**config.mk**
```make
export PLATFORM = sky130hd
export DESIGN_NAME = fetch_ctrl_flat
export DESIGN_NICKNAME = d
export VERILOG_FILES = /design/src/rtl/fetch_ctrl_pkg.sv /design/src/rtl/fetch_ctrl_if.sv /design/src/rtl/fetch_ctrl_fifo.sv /design/src/rtl/fetch_ctrl.sv /design/src/flat_wrapper.sv
export SDC_FILE = /design/constraint.sdc
export NUM_CORES = 1
export LEC_CHECK = 0
export ABC_CLOCK_PERIOD_IN_PS = 4500
export CAP_MARGIN = 20
export CORE_ASPECT_RATIO = 1.75
export CORE_UTILIZATION = 46
export CTS_CLUSTER_SIZE = 28
export DETAILED_ROUTE_END_ITERATION = 10
export GPL_TIMING_DRIVEN = 0
export PLACE_DENSITY_LB_ADDON = 0.25
export SLEW_MARGIN = 10
export SYNTH_ARGS = -nofsm -noshare
export SYNTH_HDL_FRONTEND = slang
export SYNTH_HIERARCHICAL = 1
export SYNTH_SLANG_ARGS = --single-unit
```
**constraint.sdc**
```tcl
create_clock -name clk -period 4.5 [get_ports clk]
set_input_delay 0.9 -clock clk [delete_from_list [all_inputs] [get_ports clk]]
set_output_delay 0.9 -clock clk [all_outputs]
set_load 0.01 [all_outputs]
```
**src/rtl/fetch_ctrl_pkg.sv**
```systemverilog
// ----------------------------------------------------------------------------
// vp_pkg
// Shared constants and types for the instruction fetch front end:
//   PC_W / INSTR_W  default program-counter and instruction widths
//   OPC_MSB/OPC_LSB opcode field position inside an instruction word
//   OPC_HALT        opcode that stops fetching
//   fetch_state_t   fetch controller FSM states
//   is_halt()       opcode decode helper used by the controller
// ----------------------------------------------------------------------------
package vp_pkg;

    localparam int PC_W    = 16;
    localparam int INSTR_W = 23;

    localparam int OPC_MSB = 22;
    localparam int OPC_LSB = 18;

    localparam logic [4:0] OPC_HALT = 5'b11111;

    typedef enum logic [1:0] {
        ST_IDLE = 2'd0,
        ST_RUN  = 2'd1,
        ST_HALT = 2'd2
    } fetch_state_t;

    // True when the opcode field of an instruction word is the HALT opcode.
    function automatic logic is_halt(input logic [INSTR_W-1:0] instr);
        return instr[OPC_MSB:OPC_LSB] == OPC_HALT;
    endfunction

endpackage

```
**src/rtl/fetch_ctrl_if.sv**
```systemverilog
// ----------------------------------------------------------------------------
// fetch_ctrl_if
// Bundles the two buses of the fetch controller:
//   imem_pc / imem_instr                       combinational instruction read
//   out_valid / out_ready / out_instr / out_pc valid-ready stream to decode
// Modports:
//   master  the fetch controller side
//   slave   the memory + decode side (testbench or surrounding core)
// ----------------------------------------------------------------------------
interface fetch_ctrl_if #(
    parameter int PC_W    = vp_pkg::PC_W,
    parameter int INSTR_W = vp_pkg::INSTR_W
);

    logic [PC_W-1:0]    imem_pc;
    logic [INSTR_W-1:0] imem_instr;
    logic               out_valid;
    logic               out_ready;
    logic [INSTR_W-1:0] out_instr;
    logic [PC_W-1:0]    out_pc;

    modport master (
        output imem_pc,
        input  imem_instr,
        output out_valid,
        input  out_ready,
        output out_instr,
        output out_pc
    );

    modport slave (
        input  imem_pc,
        output imem_instr,
        input  out_valid,
        output out_ready,
        input  out_instr,
        input  out_pc
    );

endinterface

```
**src/rtl/fetch_ctrl_fifo.sv**
```systemverilog
// ----------------------------------------------------------------------------
// fetch_fifo
// Small synchronous FIFO holding fetched {instr, pc} entries.
// Ports:
//   clk, rst      clock and synchronous active-high reset
//   push, pop     write / read strobes (ignored when full / empty)
//   flush         discards every entry; wins over push and pop
//   wdata, rdata  entry in / head entry out (rdata is 0 when empty)
//   full, empty   occupancy flags
//   count         number of valid entries (0..DEPTH)
// DEPTH must be a power of two so the pointers wrap naturally.
// ----------------------------------------------------------------------------
module fetch_fifo #(
    parameter  int WIDTH = 39,
    parameter  int DEPTH = 2,
    localparam int PTR_W = $clog2(DEPTH),
    localparam int CNT_W = PTR_W + 1
) (
    input  logic             clk,
    input  logic             rst,
    input  logic             push,
    input  logic             pop,
    input  logic             flush,
    input  logic [WIDTH-1:0] wdata,
    output logic [WIDTH-1:0] rdata,
    output logic             full,
    output logic             empty,
    output logic [CNT_W-1:0] count
);

    logic [WIDTH-1:0] mem [DEPTH];
    logic [PTR_W-1:0] wr_ptr;
    logic [PTR_W-1:0] rd_ptr;
    logic             do_push;
    logic             do_pop;

    assign full  = (count == CNT_W'(DEPTH));
    assign empty = (count == '0);

    // A flush cancels anything else happening in the same cycle.
    assign do_push = push && !full  && !flush;
    assign do_pop  = pop  && !empty && !flush;

    // Masking the head when empty keeps stale entries from leaking out.
    assign rdata = empty ? '0 : mem[rd_ptr];

    // Storage needs no reset: an entry is only visible once count covers it.
    always_ff @(posedge clk) begin
        if (do_push) begin
            mem[wr_ptr] <= wdata;
        end
    end

    // Pointer and occupancy bookkeeping.
    always_ff @(posedge clk) begin
        if (rst || flush) begin
            wr_ptr <= '0;
            rd_ptr <= '0;
            count  <= '0;
        end else begin
            if (do_push) begin
                wr_ptr <= wr_ptr + PTR_W'(1);
            end
            if (do_pop) begin
                rd_ptr <= rd_ptr + PTR_W'(1);
            end
            case ({do_push, do_pop})
                2'b10:   count <= count + CNT_W'(1);
                2'b01:   count <= count - CNT_W'(1);
                default: count <= count;
            endcase
        end
    end

endmodule

```
**src/rtl/fetch_ctrl.sv**
```systemverilog
// ----------------------------------------------------------------------------
// fetch_ctrl
// Instruction fetch controller: walks the pc through a combinational
// instruction memory, buffers {instr, pc} in a fetch_fifo and streams the
// buffer head to decode. A HALT opcode stops fetching; a redirect (or a
// start while active) flushes the buffer and restarts at a new pc.
// Ports:
//   clk, rst             clock, synchronous active-high reset
//   start, start_pc      begin fetching at start_pc (redirect when active)
//   redir_valid/redir_pc branch/jump redirect request and target
//   bus                  fetch_ctrl_if.master: imem read + decode stream
//   busy, halted         RUN / HALT state indicators
//   fetch_cnt, stall_cnt performance counters
// Build option: define FETCH_PERF_CNT_EN to implement the saturating
// performance counters; otherwise both outputs are tied to zero.
// ----------------------------------------------------------------------------
module fetch_ctrl #(
    parameter int PC_W    = vp_pkg::PC_W,
    parameter int INSTR_W = vp_pkg::INSTR_W,
    parameter int DEPTH   = 2
) (
    input  logic            clk,
    input  logic            rst,
    input  logic            start,
    input  logic [PC_W-1:0] start_pc,
    input  logic            redir_valid,
    input  logic [PC_W-1:0] redir_pc,
    fetch_ctrl_if.master    bus,
    output logic            busy,
    output logic            halted,
    output logic [31:0]     fetch_cnt,
    output logic [31:0]     stall_cnt
);

    import vp_pkg::*;

    localparam int ENTRY_W = INSTR_W + PC_W;
    localparam int CNT_W   = $clog2(DEPTH) + 1;

    fetch_state_t     state;
    fetch_state_t     state_next;
    logic [PC_W-1:0]  pc;
    logic [PC_W-1:0]  pc_next;
    logic             redirect;
    logic [PC_W-1:0]  redirect_pc;
    logic             push;
    logic             pop;
    logic             full;
    logic             empty;
    logic [CNT_W-1:0] count;
    logic [ENTRY_W-1:0] head;

    // Once active, start and redir_valid both restart fetching; start wins
    // if both arrive together. In IDLE neither counts as a redirect.
    assign redirect    = (state != ST_IDLE) && (start || redir_valid);
    assign redirect_pc = start ? start_pc : redir_pc;

    // A redirect suppresses both the fetch and the decode hand-off so that
    // nothing from the old path is consumed in the flush cycle.
    assign push = (state == ST_RUN) && !full && !redirect;
    assign pop  = !empty && bus.out_ready && !redirect;

    // Next-state and next-pc logic.
    always_comb begin
        state_next = state;
        pc_next    = pc;
        if (redirect) begin
            state_next = ST_RUN;
            pc_next    = redirect_pc;
        end else begin
            case (state)
                ST_IDLE: begin
                    if (start) begin
                        state_next = ST_RUN;
                        pc_next    = start_pc;
                    end
                end
                ST_RUN: begin
                    if (push) begin
                        if (is_halt(bus.imem_instr)) begin
                            state_next = ST_HALT;
                        end else begin
                            pc_next = pc + PC_W'(1);
                        end
                    end
                end
                ST_HALT: begin
                    state_next = ST_HALT;
                end
                default: begin
                    state_next = ST_IDLE;
                end
            endcase
        end
    end

    // State and pc registers.
    always_ff @(posedge clk) begin
        if (rst) begin
            state <= ST_IDLE;
            pc    <= '0;
        end else begin
            state <= state_next;
            pc    <= pc_next;
        end
    end

    fetch_fifo #(
        .WIDTH (ENTRY_W),
        .DEPTH (DEPTH)
    ) u_fifo (
        .clk   (clk),
        .rst   (rst),
        .push  (push),
        .pop   (pop),
        .flush (redirect),
        .wdata ({bus.imem_instr, pc}),
        .rdata (head),
        .full  (full),
        .empty (empty),
        .count (count)
    );

    assign bus.imem_pc   = pc;
    assign bus.out_valid = (count != '0);
    assign bus.out_instr = head[ENTRY_W-1:PC_W];
    assign bus.out_pc    = head[PC_W-1:0];

    assign busy   = (state == ST_RUN);
    assign halted = (state == ST_HALT);

`ifdef FETCH_PERF_CNT_EN
    logic [31:0] fetch_cnt_q;
    logic [31:0] stall_cnt_q;

    // Saturating counters: pushes, and RUN cycles spent with a full buffer.
    always_ff @(posedge clk) begin
        if (rst) begin
            fetch_cnt_q <= '0;
            stall_cnt_q <= '0;
        end else begin
            if (push && (fetch_cnt_q != '1)) begin
                fetch_cnt_q <= fetch_cnt_q + 32'd1;
            end
            if ((state == ST_RUN) && full && (stall_cnt_q != '1)) begin
                stall_cnt_q <= stall_cnt_q + 32'd1;
            end
        end
    end

    assign fetch_cnt = fetch_cnt_q;
    assign stall_cnt = stall_cnt_q;
`else
    assign fetch_cnt = '0;
    assign stall_cnt = '0;
`endif

endmodule
```
**src/flat_wrapper.sv**
```systemverilog
// flat-port wrapper written by rule: the top's interface ports become plain ports
module fetch_ctrl_flat import vp_pkg::*;
#(
    parameter int PC_W    = vp_pkg::PC_W,
    parameter int INSTR_W = vp_pkg::INSTR_W,
    parameter int DEPTH   = 2
)
  (clk, rst, start, start_pc, redir_valid, redir_pc, busy, halted, fetch_cnt, stall_cnt, bus_imem_pc, bus_imem_instr, bus_out_valid, bus_out_ready, bus_out_instr, bus_out_pc);
  fetch_ctrl_if #(.PC_W(PC_W), .INSTR_W(INSTR_W)) bus_i ();
  input  logic clk;
  input  logic rst;
  input  logic start;
  input  logic [PC_W-1:0] start_pc;
  input  logic redir_valid;
  input  logic [PC_W-1:0] redir_pc;
  output logic busy;
  output logic halted;
  output logic [31:0] fetch_cnt;
  output logic [31:0] stall_cnt;
  output wire logic [$bits(bus_i.imem_pc)-1:0] bus_imem_pc;
  input wire logic [$bits(bus_i.imem_instr)-1:0] bus_imem_instr;
  output wire logic [$bits(bus_i.out_valid)-1:0] bus_out_valid;
  input wire logic [$bits(bus_i.out_ready)-1:0] bus_out_ready;
  output wire logic [$bits(bus_i.out_instr)-1:0] bus_out_instr;
  output wire logic [$bits(bus_i.out_pc)-1:0] bus_out_pc;
  assign bus_imem_pc = bus_i.imem_pc;
  assign bus_i.imem_instr = bus_imem_instr;
  assign bus_out_valid = bus_i.out_valid;
  assign bus_i.out_ready = bus_out_ready;
  assign bus_out_instr = bus_i.out_instr;
  assign bus_out_pc = bus_i.out_pc;
  fetch_ctrl #(.PC_W(PC_W), .INSTR_W(INSTR_W), .DEPTH(DEPTH)) u_core (.clk(clk), .rst(rst), .start(start), .start_pc(start_pc), .redir_valid(redir_valid), .redir_pc(redir_pc), .bus(bus_i), .busy(busy), .halted(halted), .fetch_cnt(fetch_cnt), .stall_cnt(stall_cnt));
endmodule
```
==> flow_summary_export.csv, run 1 <==
group,metric,value,unit
run_status,status,"complete, no violations",
finish,fillers,891,
floorplan,coreArea,11100,um^2
synth,yosysTopAreaCellShare,0.447,
synth,ys_warn_count,6,
synth,synthDistinctLibCells,59,
finish,drive_above_1_share,0.157,
power_and_ir_drop,p_seq_frac,0.453,
power_and_ir_drop,p_clk_frac,0.293,
floorplan,fp.dieH,143,um
worst_setup_path,cp-end-kind,"primary output",
place,place.gp.congestion,0.904,
clock_tree,cts.repair.resized,0,
clock_tree,insertion_delay,0.34,ns
finish,regArea,2800,um^2
worst_hold_path,hold_path.class,"flop to flop",
worst_setup_path,crit_type,"flop to primary output",
synth,seq_area_frac_synth,0.535,
route,routedWlPerCell,16.2,um
clock_tree,cts_hold_buf,0,
finish,multi_input_area,2010,um^2
route,drc_errors,0,
route,wl_met2,7.03,mm
timing,maxSlewViolCount,0,
global_route,antenna_found_initial,0,
timing,rsz0062_at_grt,"no",
clock_tree,cts_made_buffers,9,
route,ant_nets,0,
floorplan,die_w,82.7,um
clock_tree,htreeDepth,3,
synth,synth-async-reset-ratio,0,
floorplan,rows,51,
synth,synth_top_cell_by_area,"edfxtp_1",
floorplan,start_util,0.472,
worst_setup_path,start_kind,"flop",
clock_tree,clkTransAtPathRegs,0.06,ns
synth,synth_edf_count,78,
power_and_ir_drop,p_sw,0.749,mW
power_and_ir_drop,max-vdd-ir-drop,241,uV
timing,tightest_slew,0.608,ns
power_and_ir_drop,pwr-share-comb,0.255,
finish,final_area,7140,um^2
place,port_buffers,115,
timing,finalCriticalPeriod,2.95,ns
clock_tree,cts_tree,"yes",
synth,ys.flop_type,"edfxtp_1",
route,wl_met3,932,um
synth,synth-seq-cells,101,
synth,synth_common_cells,"78 x edfxtp_1, 66 x nor2_1, 65 x buf_4",
worst_setup_path,worstPathArrival,2.05,ns
global_route,track_usage,0.227,
clock_tree,cts_root_buffer,"clkbuf_16",
route,drt-met1-wl,4.40,mm
global_route,overflow,0,
timing,hold_ws,0.513,ns
power_and_ir_drop,p_per_area,365,nW/um^2
floorplan,dieArea,11800,um^2
finish,syn2layout_area_growth,36.3,%
timing,period_share,0.655,
clock_tree,clock_sinks,101,
global_route,grt_max_degree,30,
finish,fin_nets,730,
route,drt_pass1_iterations,4,
place,postPlaceCellArea,6840,um^2
route,via_per_inst,5.08,
route,drt_iter0_markers,179,
synth,yosysMostFrequentCell,"edfxtp_1",
worst_setup_path,worstPathRequired,3.60,ns
place,hpwl,10.1,mm
global_route,grt_pass1_wl,19.6,mm
timing,fin_worst_skew,0.00807,ns
timing,final-setup-viol-count,0,
worst_setup_path,slowest_stage,"clkbuf_1",
worst_setup_path,worstPathCellList,"nor2_1, clkbuf_1, nor2_1, clkdlybuf4s50_1",
synth,synth.avg_cell_area,11.0,um^2
power_and_ir_drop,p_leak,2.68,nW
route,vias,4066,
power_and_ir_drop,internal_power,1.86,mW
worst_setup_path,slowest_delay,0.50,ns
synth,netlist_top_cells_area,"edfxtp_1 45%, buf_4 9.3%, dfxtp_1 8.8%",
finish,diodes,0,
clock_tree,clk_path_buf_depth,2,
floorplan,ioPinCount,182,
timing,fmax,339,MHz
clock_tree,post_cts_buffers,0,
synth,syn-instance-count,474,
global_route,grt_pass1_vias,3865,
route,routed.top_layer,"met4",
route,wirelength,13.0,mm
run,maxCapViolations,0,
timing,slew_headroom,0.595,
power_and_ir_drop,swShare,0.287,
synth,netlist_area,5240,um^2
timing,final-hold-violation-count,0,
worst_setup_path,critPathMaxFanout,10,
worst_setup_path,crit_top_cell,"nor2_1",
## sequential cells by signal (all words and copies together), names as in the netlist, named ones only
| signal | flops |
|---|---|
| u_core/bus.imem_pc | 16 |
| u_core/state | 2 |
| u_core/u_fifo/count | 2 |
| u_core/u_fifo/mem | 78 |
| u_core/u_fifo/rd_ptr | 1 |
| u_core/u_fifo/wr_ptr | 1 |
## through the flow
| stage | util | instances | TNS (ns) | total power [mW] | worst slack [ns] |
|---|---|---|---|---|---|
| 3_5_place_dp | 0.616 | 786 | 0 | 1.86 | 1.49 |
| 4_1_cts | 0.643 | 801 | 0 | 2.62 | 1.50 |
| 2_1_floorplan | - | 537 | 0 | 1.56 | 0.751 |
| 3_3_place_gp | 0.611 | 784 | -26.73 | 1.84 | -0.348 |
| 5_1_grt | 0.643 | 801 | 0 | 2.73 | 1.37 |
| 6_report | 0.643 | 801 | 0 | 2.61 | 1.55 |
## critical path, delay by kind of cell, from the launching register on
kind / cells / cell delay (ns)
and+or+nand+nor: 2 / 0.35
buffers and inverters: 2 / 1.00
DFF: 1 / 0.36
## power groups by stage
| stage | logic [mW] | registers, mW | clock network (mW) |
|---|---|---|---|
| 6_report | 0.663 | 1.18 | 0.762 |
| 5_1_grt | 0.724 | 1.19 | 0.818 |
| 4_1_cts | 0.664 | 1.18 | 0.782 |
| 3_5_place_dp | 0.661 | 1.20 | 0 |
| 3_3_place_gp | 0.641 | 1.20 | 0 |
| 2_1_floorplan | 0.364 | 1.19 | 0 |
## cell type report
| type | instances | share of cell area |
|---|---|---|
| flip-flops and latches | 101 | 0.393 |
| multi-input cells | 332 | 0.282 |
| repair buffers | 117 | 0.167 |
| plain buffers | 88 | 0.0857 |
| clock buffers | 10 | 0.0321 |
| well taps | 132 | 0.0231 |
| clock inverters | 5 | 0.00911 |
| inverters | 16 | 0.00841 |
## cell usage in the layout (no fill, tap or decap), drive strengths merged, types with 2 or more instances in the layout
master / synthesis / routed
o21ai: 18 / 18
a31oi: 4 / 4
o2111ai: 2 / 2
buf: 77 / 79
dfxtp: 23 / 23
o22ai: 4 / 4
xor2: 6 / 6
o2bb2ai: 3 / 3
nor4: 5 / 5
xnor2: 2 / 2
a22oi: 4 / 4
o32ai: 2 / 2
conb: 1 / 64
o31ai: 3 / 3
nand3b: 4 / 4
or2: 3 / 3
a221oi: 3 / 3
a211oi: 8 / 8
ha: 5 / 5
nand2b: 4 / 4
nand4: 3 / 3
nor3: 10 / 10
nor3b: 2 / 2
clkbuf: 11 / 21
edfxtp: 78 / 78
o41ai: 3 / 3
a21oi: 18 / 18
o211ai: 6 / 6
mux2i: 40 / 40
nor2b: 3 / 3
nor2: 66 / 66
nand3: 7 / 7
clkdlybuf4s50: 0 / 115
nand2: 16 / 16
inv: 16 / 20
## worst paths after layout
check	start	to	slack [ns]	cells past startpoint
worst min register to register	u_core/u_fifo/rd_ptr$_SDFFE_PP0P_	u_core/u_fifo/rd_ptr$_SDFFE_PP0P_	0.51	2
worst max-delay path	u_core/u_fifo/count[0]$_SDFFE_PP0P_	bus_out_pc[14]	1.55	4
worst min-delay path	u_core/u_fifo/rd_ptr$_SDFFE_PP0P_	u_core/u_fifo/rd_ptr$_SDFFE_PP0P_	0.51	2
worst max register to register	u_core/state[0]$_SDFFE_PP0P_	u_core/u_fifo/count[1]$_SDFFE_PP0P_	1.63	8
## metal layers
layer,global-route usage,vias up
met2,0.405,183
met3,0.0473,34
met1,0.237,1880
met5,0,-
li1,-,1969
met4,0.132,0
## kinds of logic (layout without fill, tap and decap cells)
group,count (synthesis),in the layout,share of synthesized area
and+or+nand+nor,128,128,0.119
buffers and inverters,104,236,0.128
DFF,101,101,0.535
AOI/OAI and AO/OA,87,87,0.115
muxes,40,40,0.0765
xor gates and xnor gates,8,8,0.0134
adders and majority gates,5,5,0.0119
other,1,64,0.000716
(Power assumes the default switching activity.)
==> run 2: changes to the inputs <==
Settings changed: ABC_CLOCK_PERIOD_IN_PS 4500 to 3000.
Clock period 4.5 ns to 3 ns, I/O delays scaled along.
==> flow_summary_export.csv, run 2 (synthesis results as in run 1) <==
group,metric,value,unit
place,dp_slack,0.151,ns
finish,fin_nets,730,
worst_hold_path,hold_path.startpoint,"u_core/u_fifo/rd_ptr$_SDFFE_PP0P_",
route,via_per_inst,5.12,
timing,slew_headroom,0.601,
route,wirelength,13.1,mm
route,drt_iter0_markers,185,
clock_tree,cts_tree,"yes",
clock_tree,insertion_delay,0.34,ns
worst_setup_path,start_kind,"flop",
worst_setup_path,worstPathRequired,3.27,ns
worst_setup_path,critPathMaxFanout,10,
run_status,status,"complete, no violations",
power_and_ir_drop,total_power,3.92,mW
finish,diodes,0,
finish,largest_reg_flops,78,
timing,hold_ws,0.513,ns
global_route,grt_pass1_vias,3865,
place,dp_cells,786,
finish,fin_util,0.643,
global_route,grt_max_degree,30,
worst_setup_path,cp-startpoint,"u_core/state[0]$_SDFFE_PP0P_",
finish,syn2layout_area_growth,36.3,%
clock_tree,htreeDepth,3,
finish,final_common_cell,"clkdlybuf4s50_1",
worst_setup_path,cp-end-kind,"flop",
route,drt_pass1_iterations,4,
timing,fin_ws,0.331,ns
route,drc_errors,0,
finish,regArea,2800,um^2
finish,fin_cells,801,
floorplan,dieArea,11800,um^2
timing,tns,0,ns
floorplan,coreArea,11100,um^2
timing,fin_worst_skew,0.00730,ns
timing,rsz0062_at_grt,"no",
floorplan,die_w,82.7,um
timing,tightest_slew,0.599,ns
timing,maxSlewViolCount,0,
finish,layout_common_cells,"115 x clkdlybuf4s50_1, 78 x edfxtp_1, 65 x buf_4",
clock_tree,cts_root_buffer,"clkbuf_16",
clock_tree,cts_hold_buf,0,
global_route,overflow,0,
timing,final-hold-violation-count,0,
timing,final-setup-viol-count,0,
finish,multi_input_area,2010,um^2
place,postPlaceCellArea,6840,um^2
timing,fmax,375,MHz
finish,fillers,890,
power_and_ir_drop,max-vdd-ir-drop,367,uV
route,ant_nets,0,
floorplan,fp.dieH,143,um
power_and_ir_drop,p_leak,2.69,nW
route,vias,4099,
floorplan,ioPinCount,182,
clock_tree,clock_sinks,101,
global_route,track_usage,0.227,
worst_hold_path,hold_path.class,"flop to flop",
timing,period_share,0.890,
run,maxCapViolations,0,
power_and_ir_drop,p_per_area,549,nW/um^2
place,port_buffers,115,
place,hpwl,10.1,mm
floorplan,start_util,0.472,
floorplan,rows,51,
finish,drive_above_1_share,0.158,
place,place.gp.congestion,0.904,
timing,finalCriticalPeriod,2.67,ns
finish,regMostFlops,"u_core/u_fifo/mem",
clock_tree,clk_path_buf_depth,2,
worst_setup_path,crit_type,"flop to flop",
clock_tree,cts_made_buffers,9,
finish,final_area,7140,um^2
clock_tree,clkTransAtPathRegs,0.07,ns
global_route,antenna_found_initial,0,
worst_setup_path,rr_startpoint,"u_core/state[0]$_SDFFE_PP0P_",
route,routedWlPerCell,16.3,um
global_route,grt_pass1_wl,19.6,mm
worst_setup_path,worstPathArrival,2.94,ns
-- run 2: cell counts in the layout (fill, tap and decap cells not counted) --
Identical to the previous run, type by type.
-- run 2: power by group --
part	internal (mW)	switching (mW)	leakage, nW
Clock	0.654	0.494	0.144
Sequential	1.66	0.108	0.906
Combinational	0.470	0.529	1.64
Total	2.79	1.13	2.69
-- run 2: layout make-up --
class / count / area share
multi-input combinational: 332 / 0.282
timing repair buffer: 117 / 0.167
clock inverter: 5 / 0.00911
sequential: 101 / 0.393
buffer: 88 / 0.0859
clock buffer: 10 / 0.0321
inverter: 16 / 0.00841
tap: 132 / 0.0231
-- run 2: per-layer routing --
metal	track usage	share of wire	routed length [um]	up-vias
met3	0.0473	0.075	982	35
met4	0.132	0.045	586	0
met5	0	0	0	-
li1	-	-	-	1969
met2	0.405	0.54	7050	188
met1	0.237	0.34	4460	1907
-- run 2: worst paths after layout --
path,cells past startpoint,slack (ns),endpoint
setup / recovery,8,0.33,u_core/u_fifo/count[1]$_SDFFE_PP0P_
setup reg to reg,8,0.33,u_core/u_fifo/count[1]$_SDFFE_PP0P_
hold reg to reg,2,0.51,u_core/u_fifo/rd_ptr$_SDFFE_PP0P_
hold / removal,2,0.51,u_core/u_fifo/rd_ptr$_SDFFE_PP0P_
-- run 2: worst max-delay path, cell delays in order, from the launching register on --
cell      delay [ns]
dfxtp_1         0.38
ha_1            0.29
clkbuf_2        0.28
nand2_1         0.27
nor2_1          0.24
nand3b_1        0.24
ha_1            0.40
or3_1           0.35
a21oi_1         0.15
-- run 2: timing repair --
item,CTS,global route
hold endpoints to repair,0,0
buffers inserted,0,0
endpoints found under the setup margin,0,59
resized for setup,0,2
